`src/rtl/srl_sra_multicycle_if.sv`:
```
// Handshake and data bundle for the multicycle right shifter.
// The master issues operations; the slave (the shifter) returns results.
interface srl_sra_multicycle_if;
    logic        start;
    logic [31:0] operandA;
    logic [4:0]  shamt;
    logic        arith;
    logic [31:0] shiftedNum;
    logic        busy;
    logic        resultReady;

    modport master (
        output start, operandA, shamt, arith,
        input  shiftedNum, busy, resultReady
    );

    modport slave (
        input  start, operandA, shamt, arith,
        output shiftedNum, busy, resultReady
    );
endinterface

```
`src/rtl/srl_sra_multicycle.sv`:
```
// Iterative 32-bit logical/arithmetic right shifter: one shamt bit per clock,
// stages 16, 8, 4, 2, 1, with a start/busy/resultReady handshake.
module srl_sra_multicycle (
    input logic                  i_clock,
    input logic                  i_reset,  // asynchronous, active-low
    srl_sra_multicycle_if.slave  io_bus
);

    typedef enum logic [1:0] {StIdle, StShift, StDone} state_t;

    state_t      r_state;
    state_t      w_state_next;
    logic [31:0] r_work;
    logic [31:0] r_result;
    logic [4:0]  r_shamt;
    logic        r_fill;
    logic [2:0]  r_cnt;
    logic        w_accept;
    logic        w_bit;
    logic [31:0] w_stage;
    logic [31:0] w_work_next;
    logic        w_busy;
    logic        w_ready;

    assign w_accept = io_bus.start && (r_state != StShift);

    // State register
    always_ff @(posedge i_clock or negedge i_reset) begin
        if (!i_reset) begin
            r_state <= StIdle;
        end else begin
            r_state <= w_state_next;
        end
    end

    // Next-state logic
    always_comb begin
        w_state_next = r_state;
        case (r_state)
            StIdle:  if (io_bus.start) w_state_next = StShift;
            StShift: if (r_cnt == 3'd4) w_state_next = StDone;
            StDone:  w_state_next = io_bus.start ? StShift : StIdle;
            default: w_state_next = StIdle;
        endcase
    end

    // Output logic
    always_comb begin
        w_busy  = 1'b0;
        w_ready = 1'b0;
        case (r_state)
            StShift: w_busy  = 1'b1;
            StDone:  w_ready = 1'b1;
            default: ;
        endcase
    end

    // Stage c shifts by 16>>c under control of shamt[4-c]
    always_comb begin
        w_bit   = 1'b0;
        w_stage = r_work;
        case (r_cnt)
            3'd0: begin w_bit = r_shamt[4]; w_stage = {{16{r_fill}}, r_work[31:16]}; end
            3'd1: begin w_bit = r_shamt[3]; w_stage = {{8{r_fill}}, r_work[31:8]};   end
            3'd2: begin w_bit = r_shamt[2]; w_stage = {{4{r_fill}}, r_work[31:4]};   end
            3'd3: begin w_bit = r_shamt[1]; w_stage = {{2{r_fill}}, r_work[31:2]};   end
            3'd4: begin w_bit = r_shamt[0]; w_stage = {r_fill, r_work[31:1]};        end
            default: ;
        endcase
        w_work_next = w_bit ? w_stage : r_work;
    end

    // Fill bit is captured once from the original operand, never from work
    always_ff @(posedge i_clock or negedge i_reset) begin
        if (!i_reset) begin
            r_work   <= '0;
            r_result <= '0;
            r_shamt  <= '0;
            r_fill   <= 1'b0;
            r_cnt    <= '0;
        end else if (w_accept) begin
            r_work  <= io_bus.operandA;
            r_shamt <= io_bus.shamt;
            r_fill  <= io_bus.arith & io_bus.operandA[31];
            r_cnt   <= '0;
        end else if (r_state == StShift) begin
            r_work <= w_work_next;
            if (r_cnt == 3'd4) begin
                r_result <= w_work_next;
            end else begin
                r_cnt <= r_cnt + 3'd1;
            end
        end
    end

    assign io_bus.shiftedNum  = r_result;
    assign io_bus.busy        = w_busy;
    assign io_bus.resultReady = w_ready;

endmodule

```
`src/flat_wrapper.sv`:
```
// flat-port wrapper written by rule: the top's interface ports become plain ports
module srl_sra_multicycle_flat 
  (i_clock, i_reset, io_bus_start, io_bus_operandA, io_bus_shamt, io_bus_arith, io_bus_shiftedNum, io_bus_busy, io_bus_resultReady);
  srl_sra_multicycle_if io_bus_i ();
  input logic i_clock;
  input logic i_reset;
  input wire logic [$bits(io_bus_i.start)-1:0] io_bus_start;
  input wire logic [$bits(io_bus_i.operandA)-1:0] io_bus_operandA;
  input wire logic [$bits(io_bus_i.shamt)-1:0] io_bus_shamt;
  input wire logic [$bits(io_bus_i.arith)-1:0] io_bus_arith;
  output wire logic [$bits(io_bus_i.shiftedNum)-1:0] io_bus_shiftedNum;
  output wire logic [$bits(io_bus_i.busy)-1:0] io_bus_busy;
  output wire logic [$bits(io_bus_i.resultReady)-1:0] io_bus_resultReady;
  assign io_bus_i.start = io_bus_start;
  assign io_bus_i.operandA = io_bus_operandA;
  assign io_bus_i.shamt = io_bus_shamt;
  assign io_bus_i.arith = io_bus_arith;
  assign io_bus_shiftedNum = io_bus_i.shiftedNum;
  assign io_bus_busy = io_bus_i.busy;
  assign io_bus_resultReady = io_bus_i.resultReady;
  srl_sra_multicycle u_core (.i_clock(i_clock), .i_reset(i_reset), .io_bus(io_bus_i));
endmodule
```
`config.mk`:
```
export PLATFORM = sky130hd
export DESIGN_NAME = srl_sra_multicycle_flat
export DESIGN_NICKNAME = d
export VERILOG_FILES = /design/src/rtl/srl_sra_multicycle_if.sv /design/src/rtl/srl_sra_multicycle.sv /design/src/flat_wrapper.sv
export SDC_FILE = /design/constraint.sdc
export NUM_CORES = 1
export LEC_CHECK = 0
export ABC_CLOCK_PERIOD_IN_PS = 4200
export BUFFER_PORTS_ARGS = -buffer_cell sky130_fd_sc_hd__buf_4
export CAP_MARGIN = 10
export CORE_MARGIN = 2
export CORE_UTILIZATION = 50
export DETAILED_ROUTE_END_ITERATION = 8
export PLACE_DENSITY = 0.69
export SLEW_MARGIN = 0
export SYNTH_ARGS = -nofsm -noshare
export SYNTH_HDL_FRONTEND = slang
export SYNTH_SLANG_ARGS = --single-unit
```
`constraint.sdc`:
```
create_clock -name i_clock -period 4.2 [get_ports i_clock]
set_input_delay 0.42 -clock i_clock [delete_from_list [all_inputs] [get_ports i_clock]]
set_output_delay 0.42 -clock i_clock [all_outputs]
set_load 0.01 [all_outputs]
```
==> results of run 1 <==
[metal layers]
layer	wire length, µm	track usage [%]	up-vias
li1	-	-	2038
met1	6095	41.05	2172
met2	6481	44.04	243
met3	1281	5.153	34
met4	301	10.43	0
met5	0	0	-
[synthesized netlist by cell type (5+ instances only)]
cell | number | area share, %
dfrtp_1 | 75 | 40
a221oi_1 | 42 | 7.9
nand2_1 | 37 | 3.0
clkbuf_1 | 32 | 2.6
nor2_1 | 29 | 2.3
o31ai_1 | 27 | 4.4
inv_1 | 25 | 2.0
o21ai_0 | 23 | 2.5
a22oi_1 | 19 | 3.1
o21ai_1 | 19 | 2.1
a21oi_1 | 15 | 1.6
buf_2 | 15 | 1.6
a211oi_1 | 14 | 2.3
nor2b_1 | 13 | 1.8
a311oi_1 | 12 | 2.3
nor4_1 | 12 | 1.6
a222oi_1 | 10 | 2.2
mux2i_1 | 10 | 2.2
o22ai_1 | 10 | 1.3
buf_1 | 9 | 0.73
a21boi_0 | 6 | 0.97
nand3_1 | 6 | 0.65
buf_6 | 5 | 1.2
ha_1 | 5 | 1.3
mux2_2 | 5 | 1.2
[registers in the layout, indices dropped and copies added (netlist names)]
| signal | cells |
|---|---|
| u_core.r_state | 2 |
| u_core.r_cnt | 3 |
| u_core.io_bus.shiftedNum | 32 |
| u_core.r_fill | 1 |
| u_core.r_work | 32 |
| u_core.r_shamt | 5 |
[layout make-up]
class | count | area, µm² | share of cell area, %
flip-flops and latches | 75 | 1877 | 35.12
repair buffers | 83 | 623.1 | 11.66
multi-input cells | 347 | 2344 | 43.85
inverters | 27 | 101.3 | 1.897
well taps | 111 | 138.9 | 2.599
clock buffers | 12 | 165.2 | 3.091
clock inverters | 4 | 95.09 | 1.779
[report_power, final]
group          internal, mW  switching, mW
sequential             1.09          0.489
clock                 0.443          0.277
combinational          1.15           1.76
total                  2.68           2.53
[stage by stage]
stage | area, µm² | power (mW)
floorplan | 4634 | 3.577
global placement | 5084 | 4.367
detailed placement | 5084 | 4.444
CTS | 5344 | 5.178
global route | 5344 | 5.565
finish | 5344 | 5.210
[logic make-up (layout without fill, tap and decap cells)]
group | Yosys count | count (layout)
adder cells (fa/ha/maj) | 5 | 5
AND/OR/NAND/NOR | 108 | 108
buffers and inverters | 92 | 126
AO/OA/AOI/OAI | 219 | 219
flip-flops | 75 | 75
multiplexers | 15 | 15
[worst paths after layout]
check,start,endpoint,slack [ns],cells past startpoint
worst max register to register,u_core.r_cnt[0]$_DFFE_PN0P_,u_core.io_bus.shiftedNum[26]$_DFFE_PN0P_,0.89,7
worst min-delay path,i_reset,u_core.io_bus.shiftedNum[19]$_DFFE_PN0P_,0.22,1
max in group asynchronous,i_reset,u_core.io_bus.shiftedNum[5]$_DFFE_PN0P_,3.36,1
worst max-delay path,u_core.r_cnt[0]$_DFFE_PN0P_,u_core.io_bus.shiftedNum[26]$_DFFE_PN0P_,0.89,7
worst min register to register,u_core.io_bus.shiftedNum[12]$_DFFE_PN0P_,u_core.io_bus.shiftedNum[12]$_DFFE_PN0P_,0.49,2
min in group i_clock,io_bus_shamt[3],u_core.r_shamt[3]$_DFFE_PN0P_,0.30,2
[worst max-delay path, cell delays in order, from the launching register on]
cell	delay, ns
dfrtp_1	0.43
inv_1	0.10
ha_1	0.77
nor2b_2	0.42
a221o_1	0.66
buf_4	0.45
o21ai_0	0.16
a22o_1	0.21
==> out/metrics.yaml, run 1 <==
postLayoutCoreUtil_pct: 58.67
ys_seq_area_share_pct: 40.50
num_rows: 35
clock_path_buffers: 2
die_x_um: 100.3
placed_cells: 643
max_freq_mhz: 301.9
rsz0062_at_grt: "no"
synth_compound_area_share_pct: 34.80
crit_type: "flop to flop"
grt_use_total_pct: 28.79
avgSynthCellArea_um2: 9.016
synth_fa_ha_area_share_pct: 1.350
first_global_vias: 4290
drtAntennaViolNets: 0
drc_errors: 0
status: "complete, no violations"
cts_tree: "yes"
ir_drop_mv: 0.5900
hp-class: "input port to asynchronous set/reset pin"
drt-initial-drc-count: 531
detailedPlacementHpwl_mm: 9.164
hold_viol: 0
wl_per_cell_um: 21.49
clk_latency_ns: 0.35
vias_per_cell: 6.809
grt_overflow: 0
slew_headroom_pct: 31.33
synth_fp_nets: 560
num_vias: 4487
synthFlopType: "dfrtp_1"
ys_warn_count: 0
layout_common_cells: "83 x buf_4, 75 x dfrtp_1, 42 x a221oi_1, 37 x nand2_1, 28 x nor2_1"
cts_htree_levels: 3
drv_slew: 0
synth-seq-cells: 75
design.core.area_um2: 9109
clk_pin_slew_ns: 0.08
setup_violations: 0
dieArea_um2: 10060
place_congestion: 0.8885
die_h_um: 100.3
stdcell_count: 659
tightest_slew_ns: 1.029
cp-start-kind: "flop"
first_pass_iters: 7
synth_edf_count: 0
timing.final.crit_share_pct: 78.87
cts_hold_buf: 0
holdWs_ns: 0.2156
io_pins: 75
nets: 589
setup_ws_ns: 0.8873
fin_setup_tns_ns: 0
port_buffers: 74
postCtsSetupBuffers: 0
maxCapViolCount: 0
synth_top_family_by_area: "compound AO/OA/AOI/OAI gates"
cts_root_buf: "clkbuf_8"
skew_ns: 0.006665
final_common_cell: "buf_4"
dp_slack_ns: 0.9925
cp.arrival_ns: 3.56
grt_antenna_before_repair: 0
netlist_area_um2: 4634
cts_resized: 0
fill_cells: 859
synth_xor_xnor_area_share_pct: 0
yosys.area_share.simple_pct: 10.99
grt_max_degree: 76
diodes: 0
period_minus_slack_ns: 3.313
cp-end-kind: "flop"
finalWirelength_mm: 14.16
syn2layout_area_growth_pct: 15.31
required_ns: 4.44
clkSinkCount: 75
grt_pass1_wl_mm: 22.90
cts_buffers: 9
power.density_nw_per_um2: 975.0
muxShareOfSynthArea_pct: 3.375
post_synth_inst_count: 514
synth_cell_type_count: 46
async_reset_ff_share_pct: 100.0
drive_gt1_share_pct: 20.62
path_max_fanout: 32
power.leakage_nw: 2.284
initial_core_util_pct: 50.88
No activity file was read; power rests on OpenSTA's default activity.
==> inputs of run 2 (changes only) <==
--- a/config.mk
+++ b/config.mk
@@ -5,7 +5,8 @@
 export SDC_FILE = /design/constraint.sdc
 export NUM_CORES = 1
 export LEC_CHECK = 0
-export ABC_CLOCK_PERIOD_IN_PS = 4200
+export ABC_AREA = 1
+export ABC_CLOCK_PERIOD_IN_PS = 3300
 export BUFFER_PORTS_ARGS = -buffer_cell sky130_fd_sc_hd__buf_4
 export CAP_MARGIN = 10
 export CORE_MARGIN = 2
==> constraint.sdc (replaced) <==
create_clock -name i_clock -period 3.3 [get_ports i_clock]
set_input_delay 0.33 -clock i_clock [delete_from_list [all_inputs] [get_ports i_clock]]
set_output_delay 0.33 -clock i_clock [all_outputs]
set_load 0.01 [all_outputs]
==> out/metrics.yaml, run 2 <==
diodes: 0
cts_tree: "yes"
cp-end-kind: "flop"
crit_end: "u_core.r_work[22]$_DFFE_PN0P_"
first_pass_iters: 6
crit_type: "flop to flop"
grt_pass1_wl_mm: 24.54
async_reset_ff_share_pct: 100.0
dieArea_um2: 10400
synth_cell_type_count: 26
first_global_vias: 4892
hp-class: "input port to asynchronous set/reset pin"
place_congestion: 0.9575
synth_area_leaders: "dfrtp_1 39%, nand2_1 19%, nand3_1 12%, nor2_1 8.7%, inv_1 5.2%"
r2r-end: "u_core.r_work[22]$_DFFE_PN0P_"
drc_errors: 0
worst_r2r_path_depth: 10
tightest_slew_ns: 0.9586
rsz0062_at_grt: "no"
drive_gt1_share_pct: 13.49
grt_antenna_before_repair: 0
clk_latency_ns: 0.35
fin_setup_tns_ns: 0
io_pins: 75
num_vias: 5084
syn2layout_area_growth_pct: 16.52
synth_edf_count: 0
postCtsSetupBuffers: 0
hold_viol: 0
synthFlopType: "dfrtp_1"
layout_common_cells: "246 x nand2_1, 112 x nand3_1, 111 x nor2_1, 82 x buf_4, 75 x dfrtp_1"
cts_htree_levels: 3
ir_drop_mv: 0.6735
max_freq_mhz: 421.0
port_buffers: 74
required_ns: 3.60
synth_largest_area_cell: "dfrtp_1"
skew_ns: 0.008394
synth_fp_nets: 794
grt_use_total_pct: 29.81
wl_per_cell_um: 15.68
synth-seq-cells: 75
setup_violations: 0
cts_hold_buf: 0
die_h_um: 102
finalWirelength_mm: 14.69
p_total_mw: 6.158
synth_common_cells: "246 x nand2_1, 112 x nand3_1, 111 x nor2_1"
drtAntennaViolNets: 0
slew_headroom_pct: 36.10
nets: 849
clock_path_buffers: 2
timing.final.crit_share_pct: 71.98
grt_overflow: 0
clkSinkCount: 75
power.leakage_nw: 2.923
status: "complete, no violations"
reg2reg_from: "u_core.r_cnt[0]$_DFFE_PN0P_"
grt_max_degree: 76
netlist_area_um2: 4802
holdWs_ns: 0.1114
path_max_fanout: 19
drv_slew: 0
synth_top_area_share_pct: 39.08
die_x_um: 102
cp.arrival_ns: 2.67
cts_resized: 0
power.density_nw_per_um2: 1101
yosysMostFrequentCell: "nand2_1"
period_minus_slack_ns: 2.375
rrSetupSlack_ns: 0.92
ys_seq_area_share_pct: 39.08
num_rows: 35
ys_warn_count: 0
drt-initial-drc-count: 438
maxCapViolCount: 0
worstSetupStartpoint: "u_core.r_cnt[0]$_DFFE_PN0P_"
cts_buffers: 9
vias_per_cell: 5.426
design.core.area_um2: 9284
avgSynthCellArea_um2: 6.420
initial_core_util_pct: 51.73
detailedPlacementHpwl_mm: 9.978
final_common_cell: "nand2_1"
cp-start-kind: "flop"
cts_root_buf: "clkbuf_8"
post_synth_inst_count: 748
clk_pin_slew_ns: 0.08
## run 2: cell count changes after synthesis, moves of 19 or more
cell	previous run	this run
a221oi_1	42	0
nand2_1	37	246
a22oi_1	19	0
nor2_1	29	111
o21ai_0	23	47
o31ai_1	27	0
inv_1	25	67
nand3_1	6	112
clkbuf_1	32	9
## run 2: final cells by class
class / count / area, µm²
well taps: 129 / 161.4
fillers: 937 / 3689
flip-flops and latches: 75 / 1877
clock inverters: 4 / 25.02
repair buffers: 83 / 635.6
inverters: 72 / 270.3
clock buffers: 12 / 155.1
multi-input cells: 562 / 2471
## run 2: how the worst min path moves through the flow
stage                                                  start                                       end  cells after the start
finish                                               i_reset             u_core.r_work[22]$_DFFE_PN0P_                      1
detailed placement              u_core.r_work[0]$_DFFE_PN0P_              u_core.r_work[0]$_DFFE_PN0P_                      2
floorplan                                            i_reset   u_core.io_bus.shiftedNum[0]$_DFFE_PN0P_                      0
global route                                 io_bus_shamt[1]             u_core.r_shamt[1]$_DFFE_PN0P_                      3
CTS                                                  i_reset  u_core.io_bus.shiftedNum[21]$_DFFE_PN0P_                      1
global placement    u_core.io_bus.shiftedNum[25]$_DFFE_PN0P_  u_core.io_bus.shiftedNum[25]$_DFFE_PN0P_                      2
## run 2: layer usage
metal | track usage (%) | up-vias | part of all wire [%]
li1 | - | 2485 | -
met1 | 42.88 | 2379 | 46
met2 | 45.90 | 205 | 46
met3 | 5.609 | 15 | 7.0
met4 | 8.923 | 0 | 1.3
met5 | 0 | - | 0
## run 2: logic make-up (layout without fill, tap and decap cells)
group                    count (synthesis)  in the layout  synth area share, %
AND/OR/NAND/NOR                        478            478                40.96
buffers and inverters                  111            171                9.562
AO/OA/AOI/OAI                           79             79                9.093
flip-flops                              75             75                39.08
adder cells (fa/ha/maj)                  5              5                1.303
## run 2: worst max-delay path, stage by stage, from the launching register on
cell and delay, ns:
dfrtp_1 0.42, ha_1 0.17, ha_1 0.62, inv_1 0.43
o21ai_0 0.27, inv_1 0.06, nand2_1 0.06, nand2_1 0.08
nand3_1 0.09, nand2_1 0.07, nand2_1 0.05
## run 2: power by group
part / switching (mW) / leakage (nW) / internal (mW)
sequential: 0.445 / 0.904 / 1.38
clock: 0.360 / 0.0884 / 0.312
combinational: 2.40 / 1.93 / 1.26
total: 3.20 / 2.92 / 2.95
## run 2: metrics by stage
step                setup slack [ns]  std cells  util (%)  cell area [µm²]
floorplan                      1.369        748         -             4802
global placement               1.076        921     58.33             5415
detailed placement            0.9732        921     58.33             5415
CTS                           0.9548        937     60.27             5595
global route                  0.6877        937     60.27             5595
finish                        0.9246        937     60.27             5595
